===== src/rtl/uart_tx_fpga_if.sv =====
`default_nettype none
// +----------------------------------------------------------------------+
// | uart_tx_fpga_if : byte handshake between the fabric producer and TX   |
// | Rev 1.0 : initial release                                             |
// +----------------------------------------------------------------------+
interface uart_tx_fpga_if;
  logic [7:0] i_txData;
  logic       i_txValid;
  logic       o_txReady;

  modport master (output i_txData, output i_txValid, input o_txReady);
  modport slave  (input i_txData, input i_txValid, output o_txReady);
endinterface
`default_nettype wire


===== src/rtl/uart_tx_fpga.sv =====
`default_nettype none
// +----------------------------------------------------------------------+
// | uart_tx_fpga : double-buffered UART transmitter, 8E1 plus guard bits  |
// | Rev 1.0 : initial release                                             |
// +----------------------------------------------------------------------+
module uart_tx_fpga #(
  parameter int clksPerBit = 234,
  parameter int guardBits  = 1
) (
  input  wire logic         i_clkRx,
  input  wire logic         i_reset,
  uart_tx_fpga_if.slave     if_tx,
  output logic              o_txBit,
  output logic              o_txBusy,
  output logic              o_txDone
);

  localparam int             c_CNT_W      = $clog2(clksPerBit);
  localparam logic [c_CNT_W-1:0] c_CNT_LAST = c_CNT_W'(clksPerBit - 1);
  localparam logic [1:0]     c_GUARD_LAST = 2'((guardBits == 0) ? 0 : guardBits - 1);

  typedef enum logic [2:0] {
    S_IDLE   = 3'd0,
    S_START  = 3'd1,
    S_DATA   = 3'd2,
    S_PARITY = 3'd3,
    S_STOP   = 3'd4,
    S_GUARD  = 3'd5
  } state_t;

  state_t             r_state;
  logic [c_CNT_W-1:0] r_cnt;
  logic [2:0]         r_bitIdx;
  logic [1:0]         r_guardCnt;
  logic [7:0]         r_shift;
  logic [7:0]         r_hold;
  logic               r_holdFull;
  logic               r_parity;
  logic               r_txBit;
  logic               r_txDone;
  logic               r_txReady;

  logic w_accept;
  logic w_bitEnd;
  logic w_frameEnd;
  logic w_inFrame;

  assign w_accept   = if_tx.i_txValid && r_txReady;
  assign w_bitEnd   = (r_cnt == c_CNT_LAST);
  assign w_inFrame  = (r_state inside {S_START, S_DATA, S_PARITY, S_STOP, S_GUARD});
  assign w_frameEnd = w_bitEnd &&
                      (((r_state == S_STOP) && (guardBits == 0)) ||
                       ((r_state == S_GUARD) && (r_guardCnt == c_GUARD_LAST)));

  always_ff @(posedge i_clkRx) begin
    if (i_reset) begin
      r_state    <= S_IDLE;
      r_cnt      <= '0;
      r_bitIdx   <= '0;
      r_guardCnt <= '0;
      r_shift    <= '0;
      r_hold     <= '0;
      r_holdFull <= 1'b0;
      r_parity   <= 1'b0;
      r_txBit    <= 1'b1;
      r_txDone   <= 1'b0;
      r_txReady  <= 1'b1;
    end else begin
      r_txDone <= 1'b0;

      // One bit-time counter shared by every in-frame state.
      if (w_inFrame) begin
        r_cnt <= w_bitEnd ? '0 : r_cnt + 1'b1;
      end else begin
        r_cnt <= '0;
      end

      case (r_state)
        S_IDLE: begin
          r_txBit <= 1'b1;
          if (w_accept) begin
            r_shift  <= if_tx.i_txData;
            r_parity <= ^if_tx.i_txData;
            r_state  <= S_START;
            r_txBit  <= 1'b0;
          end
        end
        S_START: begin
          if (w_bitEnd) begin
            r_state  <= S_DATA;
            r_bitIdx <= '0;
            r_txBit  <= r_shift[0];
          end
        end
        S_DATA: begin
          if (w_bitEnd) begin
            if (r_bitIdx == 3'd7) begin
              r_state <= S_PARITY;
              r_txBit <= r_parity;
            end else begin
              r_bitIdx <= r_bitIdx + 3'd1;
              r_shift  <= r_shift >> 1;
              r_txBit  <= r_shift[1];
            end
          end
        end
        S_PARITY: begin
          if (w_bitEnd) begin
            r_state <= S_STOP;
            r_txBit <= 1'b1;
          end
        end
        S_STOP: begin
          if (w_bitEnd && (guardBits != 0)) begin
            r_state    <= S_GUARD;
            r_guardCnt <= '0;
          end
        end
        S_GUARD: begin
          if (w_bitEnd && (r_guardCnt != c_GUARD_LAST)) begin
            r_guardCnt <= r_guardCnt + 2'd1;
          end
        end
        default: begin
          r_state    <= S_IDLE;
          r_txBit    <= 1'b1;
          r_holdFull <= 1'b0;
          r_txReady  <= 1'b1;
        end
      endcase

      // Frame end takes priority over the per-state updates above.
      if (w_frameEnd) begin
        r_txDone <= 1'b1;
        if (r_holdFull) begin
          r_shift    <= r_hold;
          r_parity   <= ^r_hold;
          r_holdFull <= 1'b0;
          r_txReady  <= 1'b1;
          r_state    <= S_START;
          r_txBit    <= 1'b0;
        end else if (w_accept) begin
          r_shift  <= if_tx.i_txData;
          r_parity <= ^if_tx.i_txData;
          r_state  <= S_START;
          r_txBit  <= 1'b0;
        end else begin
          r_state <= S_IDLE;
          r_txBit <= 1'b1;
        end
      end else if (w_inFrame && w_accept) begin
        r_hold     <= if_tx.i_txData;
        r_holdFull <= 1'b1;
        r_txReady  <= 1'b0;
      end
    end
  end

  assign o_txBit         = r_txBit;
  assign o_txDone        = r_txDone;
  assign o_txBusy        = (r_state != S_IDLE);
  assign if_tx.o_txReady = r_txReady;

endmodule
`default_nettype wire

===== src/flat_wrapper.sv =====
// flat-port wrapper written by rule: the top's interface ports become plain ports
module uart_tx_fpga_flat 
#(
  parameter int clksPerBit = 234,
  parameter int guardBits  = 1
)
  (i_clkRx, i_reset, o_txBit, o_txBusy, o_txDone, if_tx_i_txData, if_tx_i_txValid, if_tx_o_txReady);
  uart_tx_fpga_if if_tx_i ();
  input  wire logic i_clkRx;
  input  wire logic i_reset;
  output logic o_txBit;
  output logic o_txBusy;
  output logic o_txDone;
  input wire logic [$bits(if_tx_i.i_txData)-1:0] if_tx_i_txData;
  input wire logic [$bits(if_tx_i.i_txValid)-1:0] if_tx_i_txValid;
  output wire logic [$bits(if_tx_i.o_txReady)-1:0] if_tx_o_txReady;
  assign if_tx_i.i_txData = if_tx_i_txData;
  assign if_tx_i.i_txValid = if_tx_i_txValid;
  assign if_tx_o_txReady = if_tx_i.o_txReady;
  uart_tx_fpga #(.clksPerBit(clksPerBit), .guardBits(guardBits)) u_core (.i_clkRx(i_clkRx), .i_reset(i_reset), .if_tx(if_tx_i), .o_txBit(o_txBit), .o_txBusy(o_txBusy), .o_txDone(o_txDone));
endmodule

===== config.mk =====
export PLATFORM = sky130hd
export DESIGN_NAME = uart_tx_fpga_flat
export DESIGN_NICKNAME = d
export VERILOG_FILES = /design/src/rtl/uart_tx_fpga_if.sv /design/src/rtl/uart_tx_fpga.sv /design/src/flat_wrapper.sv
export SDC_FILE = /design/constraint.sdc
export NUM_CORES = 1
export LEC_CHECK = 0
export CELL_PAD_IN_SITES_DETAIL_PLACEMENT = 0
export CELL_PAD_IN_SITES_GLOBAL_PLACEMENT = 1
export CORE_ASPECT_RATIO = 1.75
export CORE_MARGIN = 10
export CORE_UTILIZATION = 40
export DETAILED_ROUTE_END_ITERATION = 6
export GPL_TIMING_DRIVEN = 0
export PLACE_DENSITY = 0.79
export SETUP_SLACK_MARGIN = 0.5
export SLEW_MARGIN = 5
export SYNTH_ARGS = -nofsm -noshare
export SYNTH_HDL_FRONTEND = slang
export SYNTH_SLANG_ARGS = --single-unit

===== constraint.sdc =====
create_clock -name i_clkRx -period 2.4 [get_ports i_clkRx]
set_input_delay 0.24 -clock i_clkRx [delete_from_list [all_inputs] [get_ports i_clkRx]]
set_output_delay 0.24 -clock i_clkRx [all_outputs]
set_load 0.02 [all_outputs]

# Word-level counts from Yosys, hierarchy flattened
# Cells that the tools add are included.
# op_classes
n_addsub,3
n_eq_ne,20
mux,46
bitwise,2
n_reduce_logical,22
# ops
operator,n
two-way mux 8 bit,6
two-way mux 3 bit,11
two-way mux 1 bit,22
one-hot mux 3 bit (6 select lines),1
one-hot mux 8 bit (2 select lines),1
parity 8 bit,2
!= test 3 x 1 -> 1 bit (second input constant),5
!= test 2 x 1 -> 1 bit (second input constant),5
== test 3 bit (second input constant),3
adder 8 x 1 -> 8 bit (second input constant),1
== test 8 bit (second input constant),1
AND reduction 4 bit,2
AND reduction 7 bit,1
== test 3 x 2 -> 1 bit (second input constant),2
one-hot mux 3 bit (2 select lines),1
nonzero test 2 bit,3
OR reduction 6 bit,1
logical AND 1 bit,5
one-hot mux 1 bit (5 select lines),1
nonzero test 5 bit,1
two-way mux 2 bit,2
!= test 2 bit (second input constant),2
one-hot mux 2 bit (2 select lines),1
adder 3 x 1 -> 3 bit (second input constant),1
11 further kinds,12
# totals
reg_bits,37
inputBits,11
output_inout_bits,4
word_cells,104

# Depth between registers and ports, before layout
# Gate-level depths: netlist of run 1.
# depth
depth_word,7
mapped_depth,8
mapped_depth_nobuf,7

# Worst setup path before layout of run 1
# OpenSTA, ideal clock, no wires.
# synth_path
path_kind,flip-flop to flip-flop
startpoint,register u_core.r_cnt[0]
endpoint,register u_core.r_shift[2]
setup_ps,133
t_arrival_ps,1835
required_ps,2267
setup_slack_ps,432
stages_incl_launch_ff,7
path_buffers,0
synth_period_minus_slack_ps,1968
path_cell_list,dfxtp_1 -> ha_1 -> nand4b_4 -> nor3_1 -> mux2_2 -> a222oi_1 -> o22ai_1
# synth_via
elab_chain_len,6
word_cells_on_any_way,7
classes_between,1 x eq/ne; 5 x mux; 1 x reduce/logical
# synth_rtl
element,line_no,rtl
"start, declared",uart_tx_fpga.sv:32,logic [c_CNT_W-1:0] r_cnt;
"start signal, assigned",uart_tx_fpga.sv:73,r_cnt <= w_bitEnd ? '0 : r_cnt + 1'b1;
== test 8 bit (*),uart_tx_fpga.sv:49,assign w_bitEnd = (r_cnt == c_CNT_LAST);
two-way mux 8 bit,uart_tx_fpga.sv:96,if (w_bitEnd) begin
one-hot mux 8 bit (2 select lines),uart_tx_fpga.sv:78,case (r_state)
two-way mux 8 bit,uart_tx_fpga.sv:142,end else if (w_accept) begin
two-way mux 8 bit,uart_tx_fpga.sv:135,if (r_holdFull) begin
two-way mux 8 bit (*),uart_tx_fpga.sv:133,if (w_frameEnd) begin
"end signal, assigned",uart_tx_fpga.sv:82,r_shift <= if_tx.i_txData;
"end signal, assigned",uart_tx_fpga.sv:136,r_shift <= r_hold;
"end signal, assigned",uart_tx_fpga.sv:143,r_shift <= if_tx.i_txData;
"end, declared",uart_tx_fpga.sv:35,logic [7:0] r_shift;
# Every way passes the cells marked *; elsewhere a longest branch is shown, timed or not.
# A chain may end at the register's enable or synchronous reset.

# Worst setup path after layout of run 1
# layout_path
startpoint,register u_core.r_cnt[0]
endpoint,register u_core.r_bitIdx[0]
# layout_via
elab_chain_len,3
word_cells_on_any_way,4
classes_between,3 x eq/ne; 1 x reduce/logical
# layout_rtl
element,line_no,rtl
== test 8 bit (*),uart_tx_fpga.sv:49,
!= test 2 x 1 -> 1 bit (no source line),--,
AND reduction 4 bit (no source line) (*),--,
"end signal, assigned",uart_tx_fpga.sv:101,r_bitIdx <= r_bitIdx + 3'd1;
"end, declared",uart_tx_fpga.sv:33,logic [2:0] r_bitIdx;
# Marked as above.

==> flow_summary.toml, run 1 <==
[status]
status = "complete, no violations"

[routing]
vias = 1906
firstDrtPassIters = 5
drt-total-wl_um = 5490
wl_per_cell_um = 16.4
ant_nets = 0
drtIter0Drc = 115
drcViolationCount = 0
vias_per_cell = 5.69

[yosys]
ys_seq_area_share_pct = 35.6
synth_warnings = 0
mappedNetlistArea_sq_um = 2080
yosysTopAreaCell = "dfxtp_1"
yosys-top-cells-count = "37 x dfxtp_1, 29 x nor2_1, 22 x nand2_1, 19 x a21oi_1, 14 x xnor2_1"
syn_nets = 260
ys_seq_elements = 37
yosysMostFrequentCell = "dfxtp_1"
syn_avg_cell_area_sq_um = 8.56
synth_cells = 243
ys_async_sr_fraction_pct = 0
synth.top_cells.by_area = "dfxtp_1 36%, xnor2_1 5.9%, nor2_1 5.2%"
netlist.area_leader.share_pct = 35.6
yosysUniqueCellTypes = 48
synth_edf_count = 0
synth_ff_type = "dfxtp_1"

[setup_path]
critPathTopFamily = "simple AND/OR/NAND/NOR gates"
cp_slowest_stage_delay_ns = 0.55
arrival_ns = 2.17
crit_chain = "ha_4 > nand4b_4 > buf_12 > or4_4 > or3b_1 > a21oi_2"
end_kind = "register"
worst-path-buf-inv = 1
start_kind = "register"
reg2reg_from = "u_core.r_cnt[0]$_SDFF_PP0_"
crit_required_ns = 2.62
reg2regPathDepth = 6
cp_max_fo = 6
rrSetupSlack_ns = 0.46
cp_slowest_cell = "or4_4"
r2r-end = "u_core.r_bitIdx[0]$_SDFFE_PP0P_"
crit_type = "register to register"

[placed_design]
numPortBuffers = 14
hpwl_um = 3880
gp_congestion = 0.793

[grt]
grt_max_degree = 12
grt_first_pass_wirelength_um = 9090
antenna_found_initial = 0
first_global_vias = 1949
grt_overflow = 0
track_usage_pct = 13.4

[final_layout]
layout-drive-gt1-share_pct = 22.8
nFillCells = 499
area_growth_pct = 29.7
fin_util_pct = 53.7
multiInputGateArea_sq_um = 1380
n_antenna_cell = 0
ff_latch_area_sq_um = 748
fin_nets = 297

[timing]
fin_crit_sh_pct = 81.0
finalCriticalPeriod_ns = 1.94
fmax_ghz = 0.514
slew_headroom_pct = 58.9
tns_ns = 0
hold_viol_final = 0
maxSlewViolCount = 0
worstMarginPinSlew_ns = 0.617
setup_viol = 0
skew_ns = 0.00281
rsz0062_at_grt = "yes"

[hold_path]
hp-start = "u_core.r_cnt[0]$_SDFF_PP0_"
worstHoldPathType = "register to register"
min_path_cells = 1
whs_endpoint = "u_core.r_cnt[0]$_SDFF_PP0_"

[clocking]
htreeDepth = 2
cts-root-buf = "clkbuf_8"
insertion_delay_ns = 0.29
numCtsBuffers = 5
postCtsHoldBufs = 0
clock_path_buffers = 2
cts_tree = "yes"
clk_pin_slew_worst_paths_ns = 0.07
clock-sinks = 37

[floorplan]
fp-row-count = 34
die_h_um = 115
floorplan.initialDensity_pct = 41.4
die_w_um = 74.5
io_pins = 15
coreArea_sq_um = 5020
dieArea_sq_um = 8600

[job]
cap_violations = 0

[pwr]
p_leak_nw = 1.05
peakVddDrop_v = 0.000292
power.density_nw_per_um2 = 540
[what timing repair did]
item                       4_1_cts  5_1_grt
buffers inserted                 8        8
setup endpoints to repair       28       23
gates resized for setup         22       12
pin swaps                        9       12
[area by class of cell]
type	instances	share of cell area (%)
multi-input combinational	185	51.0
sequential	37	27.7
timing repair buffer	30	10.8
clock buffer	7	3.20
tap	54	2.51
buffer	12	2.32
inverter	9	1.25
clock inverter	1	1.11
[power by group]
group / switching (mW) / total, mW / internal [mW]
registers: 0.0213 / 0.660 / 0.639
clock network: 0.225 / 0.564 / 0.339
logic: 0.124 / 0.232 / 0.109
[worst reg2reg max path, stage by stage, from the launching register on]
cell and delay, ns:
dfxtp_4 0.38, ha_4 0.14, nand4b_4 0.14, buf_12 0.17, or4_4 0.55, or3b_1 0.38, a21oi_2 0.11
[kinds of logic after synthesis]
family,count (synthesis),share of synthesized area (%)
multiplexers,15,7.58
AO/OA/AOI/OAI,56,18.1
buffers and inverters,21,4.21
adder cells (fa/ha/maj),6,3.61
AND/OR/NAND/NOR,88,22.5
XOR/XNOR,20,8.42
flip-flops,37,35.6
[per-stage QoR]
step / hold WS (ns) / cells / total power [mW] / area [sq um] / setup slack, ns
floorplan: 0.387 / 243 / 0.825 / 2090 / 0.514
global placement: 0.447 / 311 / 0.896 / 2300 / 0.249
detailed placement: 0.457 / 311 / 0.898 / 2300 / 0.244
CTS: 0.466 / 327 / 1.47 / 2580 / 0.401
global route: 0.486 / 335 / 1.52 / 2700 / 0.382
finish: 0.461 / 335 / 1.46 / 2700 / 0.456
[layout by cell type (no fill, tap or decap), types with 3 or more instances in the layout]
cell / synthesis / layout
dfxtp_1: 37 / 33
ha_4: 0 / 3
nor2_1: 29 / 29
dfxtp_2: 0 / 3
a222oi_1: 7 / 7
clkbuf_1: 7 / 8
inv_1: 9 / 8
mux2_2: 6 / 4
o21ai_0: 4 / 4
nor3_1: 6 / 4
or3_1: 4 / 4
nand3_1: 6 / 6
o22ai_1: 9 / 9
a21oi_1: 19 / 16
xor2_1: 6 / 6
buf_6: 0 / 3
mux2i_1: 9 / 9
a21oi_2: 1 / 4
xnor2_1: 14 / 14
clkdlybuf4s50_1: 0 / 13
buf_4: 1 / 14
clkbuf_8: 0 / 6
nand2_1: 22 / 21
[routing by layer]
metal  part of all wire (%)  track usage (%)  wire (um)  vias up
met4                    4.2             7.87        233        0
met5                      0                0          0        -
li1                       -                -          -      941
met2                     54             24.0       2980       31
met1                     39             13.7       2150      915
met3                    2.2             2.50        123       19
[worst max path at each step]
stage	start	endpoint	slack (ns)	depth (start not counted)
floorplan	u_core.r_bitIdx[0]$_SDFFE_PP0P_	u_core.r_bitIdx[0]$_SDFFE_PP0P_	0.51	7
global placement	u_core.r_cnt[0]$_SDFF_PP0_	u_core.r_shift[6]$_SDFF_PP0_	0.25	7
detailed placement	u_core.r_cnt[0]$_SDFF_PP0_	u_core.r_shift[6]$_SDFF_PP0_	0.24	7
CTS	u_core.r_bitIdx[1]$_SDFFE_PP0P_	u_core.r_bitIdx[0]$_SDFFE_PP0P_	0.40	7
global route	u_core.r_cnt[0]$_SDFF_PP0_	u_core.r_shift[4]$_SDFF_PP0_	0.38	9
finish	u_core.r_cnt[0]$_SDFF_PP0_	u_core.r_bitIdx[0]$_SDFFE_PP0P_	0.46	6
[registers in the layout (all words and copies together), names as in the netlist]
name                    cells
u_core.r_hold               8
u_core.r_state              3
u_core.o_txBit              1
u_core.r_guardCnt           2
u_core.r_parity             1
u_core.r_cnt                8
u_core.if_tx.o_txReady      1
u_core.r_holdFull           1
u_core.r_shift              8
u_core.r_bitIdx             3
u_core.o_txDone             1
(Power assumes the default switching activity.)
==> inputs of run 2 (changes only) <==
Clock period 2.4 ns to 2.05 ns, I/O delays scaled along.
==> run 2 against run 1 <==
Effect of this change: combinational power grew 36%; total power grew 13%; flip-flop and latch count is the same; routed wire length grew 1.4%; core utilization grew 3.0 points; global-route usage grew 0.61 points; register-to-register slack lost 0.32 ns; critical path depth grew 1; largest power group unchanged; clock-buffer cell count is the same; maximum frequency grew 1.6%; via count grew 0.63%; setup slack lost 0.32 ns.
==> flow_summary.toml, run 2 (synthesized netlist as in run 1, its figures left out) <==
[setup_path]
start_kind = "register"
cp_max_fo = 4
crit_required_ns = 2.27
crit_type = "register to register"
end_kind = "register"
reg2reg_from = "u_core.r_bitIdx[0]$_SDFFE_PP0P_"
arrival_ns = 2.13
crit_path_start = "u_core.r_bitIdx[0]$_SDFFE_PP0P_"

[clocking]
cts-root-buf = "clkbuf_8"
htreeDepth = 2
clk_pin_slew_worst_paths_ns = 0.08
clock-sinks = 37
numCtsBuffers = 5
clock_path_buffers = 2
insertion_delay_ns = 0.29
cts_tree = "yes"

[status]
status = "complete, no violations"

[placed_design]
numPortBuffers = 14
gp_congestion = 0.811
hpwl_um = 3880

[hold_path]
hp-start = "u_core.r_guardCnt[0]$_SDFFE_PP0P_"
worstHoldPathType = "register to register"

[floorplan]
dieArea_sq_um = 8600
io_pins = 15
die_w_um = 74.5
die_h_um = 115
coreArea_sq_um = 5020
floorplan.initialDensity_pct = 41.4
fp-row-count = 34

[timing]
finalCriticalPeriod_ns = 1.91
fmax_ghz = 0.523
hold_viol_final = 0
setup_viol = 0
fin_crit_sh_pct = 93.3
worstMarginPinSlew_ns = 0.588
skew_ns = 0.00621
maxSlewViolCount = 0
hold_slack_ns = 0.494
rsz0062_at_grt = "yes"
tns_ns = 0
slew_headroom_pct = 60.6

[grt]
grt_max_degree = 12
first_global_vias = 2042
grt_first_pass_wirelength_um = 9490
grt_overflow = 0
antenna_found_initial = 0
track_usage_pct = 14.0

[final_layout]
n_antenna_cell = 0
top_regs = "u_core.r_cnt (8), u_core.r_hold (8), u_core.r_shift (8)"
layout_commonest_cell = "dfxtp_1"
fin_nets = 299
final_cell_mix = "33 x dfxtp_1, 24 x nor2_1, 19 x nand2_1, 16 x a21oi_1, 14 x xnor2_1"
layout-drive-gt1-share_pct = 31.1
area_growth_pct = 36.9

[pwr]
pwr-share-clk_pct = 34.1
share_comb_of_total_power_pct = 19.2
power_frac_seq_pct = 46.7
p_sw_share_pct = 27.0
p_leak_nw = 1.09
peakVddDrop_v = 0.000424
p_int_mw = 1.20
power.density_nw_per_um2 = 579
p_sw_mw = 0.445

[routing]
wl_per_cell_um = 16.5
vias = 1918
drcViolationCount = 0
vias_per_cell = 5.69
drt-total-wl_um = 5560
ant_nets = 0
drtIter0Drc = 126
firstDrtPassIters = 6

[job]
cap_violations = 0
run 2: changes by cell type in the layout (fill, tap and decap cells not counted), moves of 2 or more:
cell and delta:
buf_4 -6, or3_4 +2, nor2_4 +2, buf_6 +10
nor2_1 -5, nor2_2 +3, or3_1 -2, buf_8 +2
nand2_1 -2, clkbuf_1 -4
run 2: path summary, 6_finish.rpt:
check                                                    endpoint  slack (ns)  cells past startpoint
worst max-delay path              u_core.r_bitIdx[0]$_SDFFE_PP0P_        0.14                      7
worst min-delay path            u_core.r_guardCnt[0]$_SDFFE_PP0P_        0.49                      2
worst max register to register    u_core.r_bitIdx[0]$_SDFFE_PP0P_        0.14                      7
worst min register to register  u_core.r_guardCnt[0]$_SDFFE_PP0P_        0.49                      2
run 2: cell type report:
cell class              instances  area, sq um
plain buffers                  12         90.1
clock buffers                   7         96.3
clock inverters                 1         5.00
fillers                       494         2170
inverters                       9         33.8
multi-input cells             185         1480
flip-flops and latches         37          751
well taps                      54         67.6
repair buffers                 32          329
run 2: worst max-delay path: stages (launching register included):
cell and delay [ns]:
dfxtp_2 0.34, ha_4 0.17, ha_4 0.16, nor3b_2 0.16, a21oi_1 0.05, or4_4 0.44
or3b_4 0.39, a21oi_2 0.13
run 2: power by group through the flow:
| stage | registers, mW | clock network, mW | logic (mW) |
|---|---|---|---|
| global placement | 0.788 | 0 | 0.270 |
| finish | 0.771 | 0.563 | 0.316 |
| floorplan | 0.787 | 0 | 0.186 |
| global route | 0.775 | 0.613 | 0.344 |
| detailed placement | 0.789 | 0 | 0.271 |
| CTS | 0.773 | 0.583 | 0.293 |
run 2: routing by layer:
layer	part of all wire [%]	track usage (%)	vias to the layer above
met1	38	14.0	927
met4	3.5	6.98	0
met2	56	26.0	30
li1	-	-	946
met5	0	0	-
met3	2.0	2.67	15
run 2: timing repair:
action,4_1_cts,5_1_grt
endpoints found under the setup margin,37,39
buffers inserted,15,2
pin swaps,7,3
hold buffers,0,0
resized for setup,34,34
cloned,1,0
run 2: metrics by stage:
stage          cells  power, mW  instance area [sq um]  setup slack [ns]  util [%]
5_1_grt          337       1.73                   2850            0.0464      56.7
6_report         337       1.65                   2850             0.137      56.7
3_5_place_dp     311       1.06                   2390            0.0674      47.6
2_1_floorplan    243      0.973                   2180             0.216         -
3_3_place_gp     311       1.06                   2390            0.0841      47.6
4_1_cts          335       1.65                   2740             0.126      54.7
==> inputs of run 3 (changes only) <==
Settings changed: SKIP_LAST_GASP set to 1, TNS_END_PERCENT set to 1.
==> run 3 against run 2 <==
Effect of this change: non-clock buffer count is 8 lower; flip-flop and latch count stayed put; core utilization is 5.9 points lower; clock-buffer cell count is 1 lower; via count is 1.9% lower; critical path type unchanged; critical endpoint unchanged; highest routed layer unchanged.
==> flow_summary.toml, run 3 (synthesized netlist as in run 1, its figures left out) <==
[setup_path]
rrSetupSlack_ns = 0.14
end_kind = "register"
reg2regPathDepth = 6
crit_required_ns = 2.26
r2r-end = "u_core.r_bitIdx[0]$_SDFFE_PP0P_"
start_kind = "register"
arrival_ns = 2.13
cp_max_fo = 7
reg2reg_from = "u_core.r_cnt[1]$_SDFF_PP0_"
crit_type = "register to register"

[clocking]
insertion_delay_ns = 0.28
numCtsBuffers = 5
cts-root-buf = "clkbuf_8"
cts_tree = "yes"
htreeDepth = 2
clk_pin_slew_worst_paths_ns = 0.07
clock_path_buffers = 2
clock-sinks = 37

[grt]
grt_first_pass_wirelength_um = 8880
track_usage_pct = 13.1
antenna_found_initial = 0
grt_overflow = 0
first_global_vias = 1897
grt_max_degree = 12

[status]
status = "complete, no violations"

[floorplan]
fp-row-count = 34
die_w_um = 74.5
io_pins = 15
die_h_um = 115
dieArea_sq_um = 8600
coreArea_sq_um = 5020
floorplan.initialDensity_pct = 41.4

[pwr]
total_power_mw = 1.53
peakVddDrop_v = 0.000470
power.density_nw_per_um2 = 602
p_leak_nw = 0.998

[final_layout]
top_regs = "u_core.r_cnt (8), u_core.r_hold (8), u_core.r_shift (8)"
stdcell_count = 329
layout-drive-gt1-share_pct = 20.0
final_cell_mix = "33 x dfxtp_1, 29 x nor2_1, 21 x nand2_1, 19 x a21oi_1, 14 x xnor2_1"
n_antenna_cell = 0
fin_nets = 291
area_growth_pct = 22.6
layout_commonest_cell = "dfxtp_1"

[routing]
vias_per_cell = 5.72
ant_nets = 0
drtIter0Drc = 151
drt-total-wl_um = 5280
drcViolationCount = 0
firstDrtPassIters = 5
wl_per_cell_um = 16.1
vias = 1881

[timing]
worstMarginPinSlew_ns = 0.568
maxSlewViolCount = 0
skew_ns = 0.00866
finalWorstSetupSlack_ns = 0.135
finalCriticalPeriod_ns = 1.91
fmax_ghz = 0.522
setup_viol = 0
rsz0062_at_grt = "yes"
hold_viol_final = 0
fin_crit_sh_pct = 93.4
hold_slack_ns = 0.475
slew_headroom_pct = 62.0

[placed_design]
hpwl_um = 3890
gp_congestion = 0.795
numPortBuffers = 14
placed_cells = 311
dp_slack_ns = -0.0917

[hold_path]
min_path_cells = 2
whs_endpoint = "u_core.r_bitIdx[1]$_SDFFE_PP0P_"
worstHoldPathType = "register to register"
hp-start = "u_core.r_bitIdx[1]$_SDFFE_PP0P_"

[job]
cap_violations = 0
-- run 3: changes by cell type in the layout (fill, tap and decap cells not counted), moves of 3 or more --
cell	change
mux2_2	+3
nor2_2	-3
buf_4	+4
nor2_1	+5
clkbuf_1	+4
a21oi_2	-3
a21oi_1	+3
mux2_4	-3
buf_6	-13
-- run 3: timing repair --
action                                  4_1_cts  5_1_grt
endpoints found under the hold margin         0        0
pin swaps                                     6        4
cloned                                        0        0
resized for setup                             8       13
setup buffers                                 4        6
endpoints found under the setup margin       38       38
hold buffers                                  0        0
-- run 3: through the flow --
step                setup TNS, ns  area, sq um  util (%)
floorplan                       0         2100         -
global placement           -0.601         2300      45.9
detailed placement         -0.656         2300      45.9
CTS                             0         2460      49.0
global route                    0         2550      50.8
finish                          0         2550      50.8
-- run 3: how the worst max path moves through the flow --
stage	startpoint	to	slack, ns	depth (start not counted)
floorplan	u_core.r_cnt[0]$_SDFF_PP0_	u_core.r_bitIdx[0]$_SDFFE_PP0P_	0.18	5
global placement	u_core.r_cnt[0]$_SDFF_PP0_	u_core.r_shift[6]$_SDFF_PP0_	-0.09	7
detailed placement	u_core.r_cnt[0]$_SDFF_PP0_	u_core.r_shift[6]$_SDFF_PP0_	-0.09	7
CTS	u_core.r_bitIdx[0]$_SDFFE_PP0P_	u_core.r_bitIdx[0]$_SDFFE_PP0P_	0.04	7
global route	u_core.r_cnt[1]$_SDFF_PP0_	u_core.r_bitIdx[0]$_SDFFE_PP0P_	0.05	6
finish	u_core.r_cnt[1]$_SDFF_PP0_	u_core.r_bitIdx[0]$_SDFFE_PP0P_	0.14	6
-- run 3: layout make-up --
| cell class | instances | area (sq um) |
|---|---|---|
| fill | 495 | 2470 |
| multi-input combinational | 185 | 1340 |
| sequential | 37 | 748 |
| timing repair buffer | 24 | 218 |
| clock buffer | 6 | 72.6 |
| tap | 54 | 67.6 |
| buffer | 12 | 56.3 |
| inverter | 9 | 33.8 |
| clock inverter | 2 | 10.0 |
-- run 3: worst max-delay path: stages (launching register included) --
cell and delay, ns:
dfxtp_2 0.33, inv_2 0.06, ha_4 0.13, nand4b_4 0.21
or4_4 0.61, or3b_4 0.39, a21oi_2 0.12
-- run 3: where the power goes --
part           leakage, nW  internal, mW  switching (mW)
clock network       0.0450         0.236           0.256
registers            0.303         0.748          0.0246
logic                0.650         0.126           0.145
total                0.998          1.11           0.425
-- run 3: metal layers --
layer	vias up	track usage [%]	share of wire, %
li1	931	-	-
met1	893	12.8	38
met3	14	2.59	2.8
met4	0	6.85	3.5
met2	43	24.8	56
met5	-	0	0
